### src/rtl/sync_frame_tx_if.sv
// Payload handshake bundle for sync_frame_tx.
//   in_valid : producer offers a payload word
//   in_data  : payload word, DATA_W bits
//   in_ready : transmitter can take a word this cycle
// master = payload producer, slave = transmitter.
interface sync_frame_tx_if #(
    parameter int DATA_W = 8
);
    logic              in_valid;
    logic [DATA_W-1:0] in_data;
    logic              in_ready;

    modport master (output in_valid, output in_data, input in_ready);
    modport slave  (input in_valid, input in_data, output in_ready);
endinterface

### src/rtl/sync_frame_tx.sv
// Bit-serial frame transmitter.
// Takes a payload word over a valid/ready handshake. It then sends one bit
// per clock on x: the sync word, then the payload, both MSB first. After
// that it holds the line at IDLE_BIT for GAP cycles before it accepts the
// next word.
// Ports:
//   clk   : clock, rising edge
//   rst   : synchronous reset, active high; aborts any frame in flight
//   in_if : payload handshake (slave side); in_ready is high only in IDLE
//   x     : serial line, registered
//   frame : high while x carries a sync or payload bit, registered
//   done  : high while x carries the last payload bit, registered
module sync_frame_tx #(
    parameter int                SYNC_W   = 4,
    parameter logic [SYNC_W-1:0] SYNC     = 4'b1101,
    parameter int                DATA_W   = 8,
    parameter int                GAP      = 2,
    parameter logic              IDLE_BIT = 1'b0
) (
    input  logic              clk,
    input  logic              rst,
    sync_frame_tx_if.slave    in_if,
    output logic              x,
    output logic              frame,
    output logic              done
);

    localparam int MAX_SD  = (SYNC_W > DATA_W) ? SYNC_W : DATA_W;
    localparam int CNT_MAX = (MAX_SD > GAP) ? MAX_SD : GAP;
    localparam int CNT_W   = $clog2(CNT_MAX + 1);

    typedef enum logic [1:0] {S_IDLE, S_SYNC, S_DATA, S_GAP} state_t;

    state_t            state_reg;
    logic [CNT_W-1:0]  cnt_reg;      // bits already placed on x in this phase
    logic [DATA_W-1:0] shift_reg;    // payload, MSB is the next bit to send
    logic [SYNC_W-1:0] sync_shifted;

    assign in_if.in_ready = (state_reg == S_IDLE);

    // The MSB of this vector is the sync bit that follows the cnt_reg bits
    // already sent.
    assign sync_shifted = SYNC << cnt_reg;

    always_ff @(posedge clk) begin
        if (rst) begin
            state_reg <= S_IDLE;
            cnt_reg   <= '0;
            x         <= IDLE_BIT;
            frame     <= 1'b0;
            done      <= 1'b0;
        end else begin
            case (state_reg)
                S_IDLE: begin
                    if (in_if.in_valid) begin
                        // The first sync bit goes out on the cycle after the accept.
                        shift_reg <= in_if.in_data;
                        state_reg <= S_SYNC;
                        cnt_reg   <= CNT_W'(1);
                        x         <= SYNC[SYNC_W-1];
                        frame     <= 1'b1;
                        done      <= 1'b0;
                    end
                end
                S_SYNC: begin
                    if (cnt_reg == CNT_W'(SYNC_W)) begin
                        state_reg <= S_DATA;
                        cnt_reg   <= CNT_W'(1);
                        x         <= shift_reg[DATA_W-1];
                        shift_reg <= shift_reg << 1;
                        done      <= (DATA_W == 1);
                    end else begin
                        x       <= sync_shifted[SYNC_W-1];
                        cnt_reg <= cnt_reg + CNT_W'(1);
                    end
                end
                S_DATA: begin
                    if (cnt_reg == CNT_W'(DATA_W)) begin
                        x     <= IDLE_BIT;
                        frame <= 1'b0;
                        done  <= 1'b0;
                        if (GAP > 0) begin
                            state_reg <= S_GAP;
                            cnt_reg   <= CNT_W'(1);
                        end else begin
                            state_reg <= S_IDLE;
                            cnt_reg   <= '0;
                        end
                    end else begin
                        x         <= shift_reg[DATA_W-1];
                        shift_reg <= shift_reg << 1;
                        cnt_reg   <= cnt_reg + CNT_W'(1);
                        done      <= (cnt_reg == CNT_W'(DATA_W - 1));
                    end
                end
                S_GAP: begin
                    if (cnt_reg == CNT_W'(GAP)) begin
                        state_reg <= S_IDLE;
                        cnt_reg   <= '0;
                    end else begin
                        cnt_reg <= cnt_reg + CNT_W'(1);
                    end
                end
                default: begin
                    state_reg <= S_IDLE;
                    cnt_reg   <= '0;
                end
            endcase
        end
    end

endmodule

### src/flat_wrapper.sv
// flat-port wrapper written by rule: the top's interface ports become plain ports
module sync_frame_tx_flat 
#(
    parameter int                SYNC_W   = 4,
    parameter logic [SYNC_W-1:0] SYNC     = 4'b1101,
    parameter int                DATA_W   = 8,
    parameter int                GAP      = 2,
    parameter logic              IDLE_BIT = 1'b0
)
  (clk, rst, x, frame, done, in_if_in_valid, in_if_in_data, in_if_in_ready);
  sync_frame_tx_if #(.DATA_W(DATA_W)) in_if_i ();
  input  logic clk;
  input  logic rst;
  output logic x;
  output logic frame;
  output logic done;
  input wire logic [$bits(in_if_i.in_valid)-1:0] in_if_in_valid;
  input wire logic [$bits(in_if_i.in_data)-1:0] in_if_in_data;
  output wire logic [$bits(in_if_i.in_ready)-1:0] in_if_in_ready;
  assign in_if_i.in_valid = in_if_in_valid;
  assign in_if_i.in_data = in_if_in_data;
  assign in_if_in_ready = in_if_i.in_ready;
  sync_frame_tx #(.SYNC_W(SYNC_W), .SYNC(SYNC), .DATA_W(DATA_W), .GAP(GAP), .IDLE_BIT(IDLE_BIT)) u_core (.clk(clk), .rst(rst), .in_if(in_if_i), .x(x), .frame(frame), .done(done));
endmodule
### config.mk
export PLATFORM = sky130hd
export DESIGN_NAME = sync_frame_tx_flat
export DESIGN_NICKNAME = d
export VERILOG_FILES = /design/src/rtl/sync_frame_tx_if.sv /design/src/rtl/sync_frame_tx.sv /design/src/flat_wrapper.sv
export SDC_FILE = /design/constraint.sdc
export NUM_CORES = 1
export LEC_CHECK = 0
export BUFFER_PORTS_ARGS = -buffer_cell sky130_fd_sc_hd__buf_2
export CORE_MARGIN = 2
export CORE_UTILIZATION = 55
export CTS_BUF_LIST = sky130_fd_sc_hd__clkbuf_8 sky130_fd_sc_hd__clkbuf_16
export CTS_CLUSTER_SIZE = 8
export DETAILED_ROUTE_END_ITERATION = 8
export GPL_ROUTABILITY_DRIVEN = 0
export MAX_ROUTING_LAYER = met4
export PLACE_DENSITY = 0.77
export SETUP_SLACK_MARGIN = 0.3
export SLEW_MARGIN = 5
export SYNTH_ARGS = -nofsm -noshare
export SYNTH_HDL_FRONTEND = slang
export SYNTH_SLANG_ARGS = --single-unit
### constraint.sdc
create_clock -name clk -period 2.7 [get_ports clk]
set_input_delay 0.135 -clock clk [delete_from_list [all_inputs] [get_ports clk]]
set_output_delay 0.135 -clock clk [all_outputs]
set_load 0.02 [all_outputs]
* Yosys cells after proc, flatten, opt, wreduce, memory -nomap -nowiden
Cells that the tools add are included.
** Word-level totals
- Input port bits :: 11
- Output and inout bits :: 4
- Flip-flop bits (word level) :: 17
- Logic and storage cells :: 53
** Operators by class
- Shift-type cells :: 1
- $add $sub $neg :: 1
- Reduce and logical (&&, ||, !) cells :: 8
- Bitwise logic cells :: 1
- Eq/ne operators :: 12
- Muxes and demuxes :: 24
** Operator list (count)
- $mux 8 :: 3
- $pmux 8 s3 :: 1
- $mux 4 :: 4
- $pmux 4 s4 :: 1
- $eq 4x3->1 const B :: 2
- $mux 2 :: 4
- $pmux 2 s4 :: 1
- $mux 1 :: 7
- $ne 2x1->1 const B :: 3
- $pmux 1 s3 :: 2
- $reduce_and 3->1 :: 2
- $reduce_and 5->1 :: 1
- $add 4x1->4 const B :: 1
- $eq 2x2->1 const B :: 2
- $eq 4x2->1 const B :: 1
- $eq 4x4->1 const B :: 1
- $ne 2x2->1 const B :: 2
- $reduce_and 4->1 :: 1
- $shl 4x4->4 const A :: 1
- $reduce_bool 3->1 :: 1
- $eq 2x1->1 const B :: 1
- $logic_not 2->1 :: 1
- $pmux 1 s2 :: 1
- $reduce_and 2->1 :: 1
- other kinds (2) :: 2

* Longest topological paths before layout
- Depth after elaboration :: 3
- Depth in mapped cells :: 7
- Mapped depth without buffers :: 6

* Worst setup path before layout
OpenSTA, ideal clock, no wires.
- Path kind :: register to register
- From :: reg u_core.state_reg[0]
- To :: reg u_core.shift_reg[0] (enable)
- Stages on the path, launching flop included :: 7
- Setup slack :: 0.319 ns
- Setup time :: 0.383 ns
- Data arrival time :: 1.998 ns
- Path through :: dfxtp_1 -> inv_1 -> ha_1 -> nor2b_1 -> buf_2 -> a211o_1 -> nor3_1
** Between the ends
- Cells in the longest elaborated chain, start to end :: 3
** Ends and longest elaborated chain
- start: declaration :: line sync_frame_tx.sv:34 : state_t state_reg;
- start signal: assignment :: line sync_frame_tx.sv:47 : state_reg <= S_IDLE;
- start signal: assignment :: line sync_frame_tx.sv:58 : state_reg <= S_SYNC;
- start signal: assignment :: line sync_frame_tx.sv:67 : state_reg <= S_DATA;
- $logic_not 2->1 *
- via in_if_in_ready :: line flat_wrapper.sv:19 : output wire logic [$bits(in_if_i.in_ready)-1:0] in_if_in_ready;
- $ne 2x2->1 (no source line) / $reduce_bool 3->1 (equally long branches)
- $reduce_and 5->1 (no source line) *
- end signal: assignment :: line sync_frame_tx.sv:57 : shift_reg <= in_if.in_data;
- end signal: assignment :: line sync_frame_tx.sv:70 : shift_reg <= shift_reg << 1;
- end signal: assignment :: line sync_frame_tx.sv:91 : shift_reg <= shift_reg << 1;
- end: declaration :: line sync_frame_tx.sv:36 : logic [DATA_W-1:0] shift_reg;
The timed path passes the listed nets; every way through them passes the cells marked *.
A chain may end at the register's enable or synchronous reset.

* Worst setup path in the final report
- From :: reg u_core.state_reg[0]
- To :: reg u_core.shift_reg[5] (enable)
** Between the ends
- Cells in the longest elaborated chain, start to end :: 3
** Ends and longest elaborated chain
- $eq 2x2->1, or another cell as far along :: line sync_frame_tx.sv:53 : case (state_reg)
- $ne 2x2->1 (no source line), or another cell as far along
- $reduce_and 5->1 (no source line) *
Every way passes the cells marked *; elsewhere a longest branch is shown, timed or not.

==> insert_results.sql <==
INSERT INTO impl_metrics (metric_group, metric, value, unit) VALUES
('clock_network', 'cts_tree', 'done', ''),
('timing', 'timing.final.ws_setup', '708', 'ps'),
('power', 'p_leak', '0.452', 'nW'),
('critical_path', 'worst-r2r-setup-slack', '710', 'ps'),
('clock_network', 'htree_levels', '1', ''),
('clock_network', 'ctsHoldBuffers', '0', ''),
('routing', 'mean_number_of_vias_per_cell', '5.51', ''),
('finish', 'share_of_post_route_cells_with_drive_strength_above_1', '27.0', '%'),
('outcome', 'run_status', 'complete, no violations', ''),
('placed_design', 'hpwlAfterDp', '1440', 'um'),
('routing', 'detail_route.wl_per_cell', '13.9', 'um'),
('logic_synthesis', 'postSynthRegisterBits', '17', ''),
('logic_synthesis', 'seq_area_frac_synth', '40.9', '%'),
('clock_network', 'insertion_delay', '250', 'ps'),
('finish', 'layout.filler_cells', '144', ''),
('logic_synthesis', 'syn_area', '1030', 'um2'),
('floorplanning', 'floorplan.io_pins', '15', ''),
('routing', 'vias', '750', ''),
('floorplanning', 'die_height', '47.2', 'um'),
('clock_network', 'cts_root_buffer', 'clkbuf_8', ''),
('critical_path', 'crit_type', 'flop to flop', ''),
('logic_synthesis', 'synthesis.instances', '97', ''),
('routing', 'remaining_drc_errors', '0', ''),
('clock_network', 'clk_transition_reported_paths', '60', 'ps'),
('power', 'total_power', '1.22', 'mW'),
('power', 'total_power_density_per_cell_area', '1060', 'nW/um2'),
('hold_path', 'hold-path-endpoint', 'u_core.shift_reg[0]$_SDFFCE_PN0P_', ''),
('global_routing', 'antenna_found_initial', '0', ''),
('timing', 'hold_viol', '0', ''),
('clock_network', 'cts_sinks', '17', ''),
('timing', 'finalHoldWorstSlack', '181', 'ps'),
('clock_network', 'post_cts_resize_count', '0', ''),
('timing', 'final-setup-viol-count', '0', ''),
('global_routing', 'grt_first_pass_wirelength', '3130', 'um'),
('finish', 'final-seq-area', '420', 'um2'),
('logic_synthesis', 'yosys-top-cells-area', 'edfxtp_1, dfxtp_1, ha_1', ''),
('routing', 'detail_route.wirelength', '1900', 'um'),
('global_routing', 'grt_pass1_vias', '709', ''),
('timing', 'rsz_0062_raised_after_global_routing', 'false', ''),
('global_routing', 'grt_start_max_net_pins', '12', ''),
('placed_design', 'port_buffers', '14', ''),
('floorplanning', 'core-area', '1750', 'um2'),
('logic_synthesis', 'netlist-cell-type-count', '35', ''),
('floorplanning', 'num_rows', '15', ''),
('finish', 'final_net_count', '132', ''),
('clock_network', 'post-cts-setup-buffer-count', '0', ''),
('finish', 'area_used_by_multi_input_combinational_logic', '547', 'um2'),
('routing', 'initial_drc_count', '17', ''),
('floorplanning', 'floorplan.initialDensity', '58.9', '%'),
('timing', 'fin_crit_sh', '73.8', '%'),
('global_routing', 'globalRoute.totalOverflow', '0', ''),
('hold_path', 'hp-start', 'in_if_in_data[0]', ''),
('global_routing', 'grt_util_all_layers', '21.1', '%'),
('hold_path', 'worst_hold_path.num_cells', '2', ''),
('routing', 'route.antenna.remaining_nets', '0', ''),
('timing', 'fin_tns_setup', '0', 'ps'),
('logic_synthesis', 'synth_area_per_cell', '10.6', 'um2'),
('critical_path', 'crit_required', '2660', 'ps'),
('clock_network', 'number_of_buffers_created_by_cts', '3', ''),
('logic_synthesis', 'synth_async_sr_flop_share', '0', '%'),
('logic_synthesis', 'edff_count_synth', '8', ''),
('logic_synthesis', 'synthFlopType', 'dfxtp_1', ''),
('hold_path', 'hold_path.class', 'input port to flop', ''),
('logic_synthesis', 'yosysWarnings', '0', ''),
('timing', 'fin_skew', '3.80', 'ps'),
('finish', 'diodes', '0', ''),
('timing', 'timing.final.crit_period', '1990', 'ps'),
('critical_path', 'reg2reg_to', 'u_core.shift_reg[5]$_DFFE_PP_', ''),
('floorplanning', 'die-area', '2230', 'um2'),
('critical_path', 'number_of_cells_on_the_worst_reg_to_reg_path', '6', ''),
('timing', 'timing_max_transition_violations_final', '0', '');
[kinds of logic (layout without fill, tap and decap cells)]
| kind of cell | Yosys count | in the layout | share of synthesized area [%] |
|---|---|---|---|
| XOR/XNOR | 1 | 1 | 0.852 |
| buffers and inverters | 13 | 27 | 5.96 |
| flip-flops | 17 | 17 | 40.9 |
| multiplexers | 9 | 9 | 9.61 |
| AO/OA/AOI/OAI | 18 | 18 | 13.3 |
| adder cells (fa/ha/maj) | 9 | 9 | 10.9 |
| AND/OR/NAND/NOR | 30 | 30 | 18.5 |
[worst max-delay path, stage by stage, from the launching register on]
cell and delay, ps:
dfxtp_1 390, inv_1 120, ha_1 250, nor2b_1 240, a211o_1 330, nor3_1 170, buf_4 200
[per-stage QoR]
stage / utilization (%) / instances / instance area [um2]
finish: 65.9 / 136 / 1150
global route: 65.9 / 136 / 1150
CTS: 65.9 / 136 / 1150
detailed placement: 63.4 / 132 / 1110
global placement: 63.4 / 132 / 1110
floorplan: - / 97 / 1030
[routing by layer]
layer  track usage [%]  vias to the layer above  routed length (um)  share of wire, %
met4              5.00                        0                   0                 0
li1                  -                      373                   -                 -
met5                 -                        -                   0                 0
met1              25.2                      350                 812                43
met3              7.69                        0                 122               6.4
met2              33.8                       27                 960                51
[worst max path at each step]
stage	start	to	slack, ps
global placement	u_core.state_reg[0]$_SDFFE_PP0P_	u_core.shift_reg[7]$_DFFE_PP_	800
global route	u_core.state_reg[0]$_SDFFE_PP0P_	u_core.shift_reg[4]$_DFFE_PP_	570
finish	u_core.state_reg[0]$_SDFFE_PP0P_	u_core.shift_reg[5]$_DFFE_PP_	710
detailed placement	u_core.state_reg[0]$_SDFFE_PP0P_	u_core.shift_reg[7]$_DFFE_PP_	710
floorplan	u_core.state_reg[0]$_SDFFE_PP0P_	u_core.shift_reg[0]$_SDFFCE_PN0P_	320
CTS	u_core.state_reg[0]$_SDFFE_PP0P_	u_core.shift_reg[4]$_DFFE_PP_	700
[report_power, final]
group / switching, mW / internal, mW
Combinational: 0.348 / 0.266
Clock: 0.0812 / 0.101
Sequential: 0.0447 / 0.380
[cell usage in the layout (no fill, tap or decap), drive strengths merged]
master,count
o21ai,6
nor4,2
a311oi,2
o31a,1
buf,15
xor2,1
nor2,7
edfxtp,8
and2,1
nor3,5
a21boi,1
ha,9
nand2b,3
nand3,1
nor3b,1
mux2,7
inv,9
nor2b,2
clkbuf,3
a211o,1
and4bb,1
a221oi,2
nand2,3
and4b,1
nand3b,2
nor4b,1
a2111oi,1
a21oi,4
mux2i,2
dfxtp,9
[layout make-up]
cell class	count	share of cell area, %
inverter	8	2.61
sequential	17	36.5
timing repair buffer	15	6.74
clock buffer	3	3.59
tap	25	2.72
multi-input combinational	67	47.5
clock inverter	1	0.326
No activity file was read; power rests on OpenSTA's default activity.
